### src/rtl/pipeline_stall_ctrl.sv
// Pipeline stall controller for a 5-stage MIPS core: turns ID-stage hazard flags
// into per-stage write enables, sequences JR/JALR stalls and the HALT drain.
module pipeline_stall_ctrl #(
  parameter int JR_STALL_CYCLES = 3,
  parameter int DRAIN_CYCLES    = 3,
  parameter int CNT_W           = 2
) (
  input  logic        i_clk,
  input  logic        i_rst,
  input  logic        i_stall_load,
  input  logic        i_stall_jump_reg,
  input  logic        i_halt,
  input  logic        i_run,
  output logic        o_pc_wr_en,
  output logic        o_if_id_wr_en,
  output logic        o_id_ex_bubble,
  output logic        o_pipe_en,
  output logic        o_halted,
  output logic [31:0] o_cycle_cnt,
  output logic [15:0] o_stall_cnt
);

  typedef enum logic [1:0] {
    ST_RUN      = 2'd0,
    ST_STALL_JR = 2'd1,
    ST_DRAIN    = 2'd2,
    ST_HALTED   = 2'd3
  } state_t;

  localparam logic [CNT_W-1:0] JR_LOAD    = CNT_W'(JR_STALL_CYCLES - 1);
  localparam logic [CNT_W-1:0] DRAIN_LOAD = CNT_W'(DRAIN_CYCLES - 1);
  localparam logic [CNT_W-1:0] CNT_ONE    = CNT_W'(1);

  state_t           state_q, state_d;
  logic [CNT_W-1:0] cnt_q, cnt_d;
  logic [31:0]      cycle_cnt_q, cycle_cnt_d;
  logic [15:0]      stall_cnt_q, stall_cnt_d;
  logic             halted_q, halted_d;
  logic             pc_wr_en, if_id_wr_en, bubble, pipe_en;

  always_comb begin
    // NOTE: every signal gets a default first so no path leaves it unassigned,
    // which would otherwise infer a latch.
    state_d     = state_q;
    cnt_d       = cnt_q;
    pc_wr_en    = 1'b0;
    if_id_wr_en = 1'b0;
    bubble      = 1'b0;
    pipe_en     = 1'b0;

    // HALTED ignores everything; i_run=0 freezes every other state in place.
    if (state_q != ST_HALTED && i_run) begin
      unique case (state_q)
        ST_RUN: begin
          if (i_halt || i_stall_jump_reg || i_stall_load) begin
            bubble  = 1'b1;
            pipe_en = 1'b1;
          end else begin
            pc_wr_en    = 1'b1;
            if_id_wr_en = 1'b1;
            pipe_en     = 1'b1;
          end
          if (i_halt) begin
            if (DRAIN_CYCLES > 1) begin
              state_d = ST_DRAIN;
              cnt_d   = DRAIN_LOAD;
            end else begin
              state_d = ST_HALTED;
            end
          end else if (i_stall_jump_reg && JR_STALL_CYCLES > 1) begin
            state_d = ST_STALL_JR;
            cnt_d   = JR_LOAD;
          end
        end
        ST_STALL_JR, ST_DRAIN: begin
          bubble  = 1'b1;
          pipe_en = 1'b1;
          cnt_d   = cnt_q - CNT_ONE;
          if (cnt_q <= CNT_ONE) begin
            state_d = (state_q == ST_DRAIN) ? ST_HALTED : ST_RUN;
          end
        end
        default: ;
      endcase
    end

    cycle_cnt_d = pipe_en ? cycle_cnt_q + 32'd1 : cycle_cnt_q;
    stall_cnt_d = (bubble && stall_cnt_q != 16'hFFFF) ? stall_cnt_q + 16'd1 : stall_cnt_q;
    halted_d    = (state_d == ST_HALTED);
  end

  // NOTE: sequential state uses non-blocking assignments so all flops update
  // together from the values sampled at the edge.
  always_ff @(posedge i_clk) begin
    if (i_rst) begin
      state_q     <= ST_RUN;
      cnt_q       <= '0;
      cycle_cnt_q <= '0;
      stall_cnt_q <= '0;
      halted_q    <= 1'b0;
    end else begin
      state_q     <= state_d;
      cnt_q       <= cnt_d;
      cycle_cnt_q <= cycle_cnt_d;
      stall_cnt_q <= stall_cnt_d;
      halted_q    <= halted_d;
    end
  end

  assign o_pc_wr_en     = pc_wr_en;
  assign o_if_id_wr_en  = if_id_wr_en;
  assign o_id_ex_bubble = bubble;
  assign o_pipe_en      = pipe_en;
  assign o_halted       = halted_q;
  assign o_cycle_cnt    = cycle_cnt_q;
  assign o_stall_cnt    = stall_cnt_q;

endmodule

### config.mk
export PLATFORM = sky130hd
export DESIGN_NAME = pipeline_stall_ctrl
export DESIGN_NICKNAME = d
export VERILOG_FILES = /design/src/rtl/pipeline_stall_ctrl.sv
export SDC_FILE = /design/constraint.sdc
export NUM_CORES = 1
export LEC_CHECK = 0
export BUFFER_PORTS_ARGS = -buffer_cell sky130_fd_sc_hd__buf_2
export CAP_MARGIN = 20
export CORE_ASPECT_RATIO = 1.2
export CORE_MARGIN = 4
export CORE_UTILIZATION = 40
export DETAILED_ROUTE_END_ITERATION = 6
export PLACE_DENSITY = 0.62
export SLEW_MARGIN = 10
export SYNTH_ARGS = -nofsm -noshare
export SYNTH_HDL_FRONTEND = slang
export SYNTH_SLANG_ARGS = --single-unit
### constraint.sdc
create_clock -name i_clk -period 2.1 [get_ports i_clk]
set_input_delay 0.105 -clock i_clk [delete_from_list [all_inputs] [get_ports i_clk]]
set_output_delay 0.105 -clock i_clk [all_outputs]
set_load 0.005 [all_outputs]
==> results.ini <==
[synth]
yosys-top-cells-area=dfxtp_1 (41%), xnor2_1 (7.8%), nor2_1 (7.4%)
synth.yosys.seq_area_share_pct=41.17
synth_largest_area_cell=dfxtp_1
synth_flop_cell=dfxtp_1
syn-cell-area_um2=2577
post_synth.cell_area_avg_um2=8.507
synth-edff-count=0
ffs_latches_synth=53
synth_fp_nets=316
async_set_or_reset_flop_fraction_in_the_synthesized_netlist_pct=0
warnings_synthesis=0
synth_cell_type_count=45
synth_largest_type_area_fraction_pct=41.17
synthCells=303

[setup_path]
critPathBufInv=1
critical_path.max_stage_delay_ps=390
worst-path-max-fanout=3
timing.critical_path.arrival_ps=2230
worst-endpoint-required_ps=2330
path_delay_family=simple AND/OR/NAND/NOR gates
cpMaxStageDelayCell=or3b_1
start_kind=register
path_cells=buf_4 > ha_2 > and4b_1 > nand2_1 > nor4_2 > or3b_1 > a21oi_1
setup.worst_path.class=reg2reg
critical_path.endpoint_type=register

[cells_and_area]
area_growth_syn_to_layout_pct=23.74
most-common-layout-cells=buf_2 (58), nor2_1 (51), dfxtp_1 (51), xnor2_1 (23), nand2_1 (22)
final_core_util_pct=51.71
fin_nets=390
n_antenna_cell=0
drive_above_1_share_pct=26.26
layout.cells.most_common=buf_2

[power]
power_per_cell_area_nw_per_um2=565.7
power.static_leakage_nw=1.259
vdd_ir_drop_max_uv=314.1

[drt]
drc=0
initialDrtViolationCount=94
drt_pre_antenna_iters=4
routed_wire_length_per_instance_um=13.31
vias=2392
drt-total-wl_um=6109
post_drt_via_cell_ratio=5.211
ant_nets=0

[sta]
final-setup-viol-count=0
worstMarginPinSlew_ps=428.3
final_clock_skew_ps=8.024
timing.max_slew.rel_slack_pct=71.09
rsz_0062_raised_after_global_routing=true
min_period_over_period_pct=94.99
tns_setup_ps=0
timing_hold_violations_final=0
maximum_clock_rate_ghz=0.5013
period_minus_slack_ps=1995
final_count_of_pins_violating_max_slew=0
fin_hold_ws_ps=206.4

[grt]
initial_antenna_violation_count=0
globalRouteOverflowTotal=0
grt_first_pass_wirelength_um=9963
globalRouteTotalUtil_pct=16.31
first_global_vias=2141
grt_max_degree=39

[cts]
tritoncts_clock_tree=built
cts-htree-levels=2
clk-insertion-delay-late_ps=300
tritoncts_num_sinks=53
cts_inserted_buffers=5
cts.path.max_buffers=2
clkTransAtPathRegs_ps=90
cts_root_buf=clkbuf_8

[floorplanning]
chipWidth_um=81.28
floorplan.core_area_um2=6167
die_y_um=95.94
rows=31
start_util_pct=41.79
die-area_um2=7798
number_of_top_level_pins=59

[worst_hold_path]
timing.hold.worst.class=in2reg

[placement]
hpwl_um=4373
portBuffers=58
routabilityCongestion=0.8303

[status]
status=finished clean

[flow_run]
max_cap_violations=0

## area by class of cell
cell class	instances	area (µm²)
clock buffer	7	86.33
timing repair buffer	79	460.4
inverter	12	45.04
sequential	53	1064
tap	82	102.6
fill	622	2978
multi-input combinational	226	1431
## routing by layer
layer / part of all wire [%] / vias to the layer above / global-route usage, % / wire length (µm)
met3: 4.5 / 8 / 3.371 / 274
met1: 45 / 1112 / 20.80 / 2778
li1: - / 1212 / - / -
met2: 49 / 60 / 26.97 / 2967
met4: 1.5 / 0 / 5.915 / 89
met5: 0 / - / 0 / 0
## state kept, by name, summed over array words and instances, names as in the netlist
signal       cells
o_cycle_cnt     32
o_stall_cnt     16
cnt_q            2
state_q          2
o_halted         1
## path summary, 6_finish.rpt
| path | startpoint | endpoint | slack, ps | depth (start not counted) |
|---|---|---|---|---|
| max | state_q[0] | o_cycle_cnt[31] | 110 | 7 |
| min | i_rst | o_stall_cnt[1] | 210 | 2 |
| max reg2reg | state_q[0] | o_cycle_cnt[31] | 110 | 7 |
| min reg2reg | o_cycle_cnt[31] | o_cycle_cnt[31] | 490 | 2 |
## cells by family after synthesis
kind of cell	after synthesis	share of synthesized area, %
and+or+nand+nor	149	30.49
DFF	53	41.17
xor gates and xnor gates	35	11.89
AOI/OAI and AO/OA	32	7.816
buffers and inverters	24	4.029
adders and majority gates	7	3.398
muxes	3	1.214
## power breakdown
group	leakage, nW	internal [W]	switching, W
Clock	0.0443	0.000262	0.000312
Sequential	0.429	0.00102	0.0000190
Combinational	0.786	0.0000875	0.000101
## cell usage after synthesis, types with 2 or more instances
cell / number
inv_1: 11
nand2_1: 22
nand2b_1: 3
nor2_1: 51
o31ai_1: 2
and4_1: 7
nand3_1: 10
xor2_1: 12
nor3_1: 11
mux2i_1: 2
dfxtp_1: 53
or4_1: 2
o21ai_0: 6
buf_2: 2
nor4_1: 13
or3_1: 5
a21oi_1: 13
and3_1: 2
nand4_1: 11
ha_1: 7
o211ai_1: 2
nand3_2: 2
a31o_2: 2
xnor2_1: 23
clkbuf_1: 8
nor2b_1: 2
## per-stage QoR
stage	instance area [µm²]	power (W)	instances	setup WS, ps
final	3189	0.001804	459	105.2
after global routing	3189	0.001905	459	-11.62
after CTS	3156	0.001821	457	21.98
after detailed placement	3037	0.001229	446	-36.38
after global placement	3037	0.001223	446	90.10
after floorplan	2577	0.001167	303	112.5
## timing repair
action | 4_1_cts | 5_1_grt
pin swaps | 1 | 3
cloned | 0 | 0
buffers inserted | 4 | 3
resized for setup | 2 | 4
hold buffers | 0 | 0
setup endpoints to repair | 2 | 8
(Power assumes the default switching activity.)
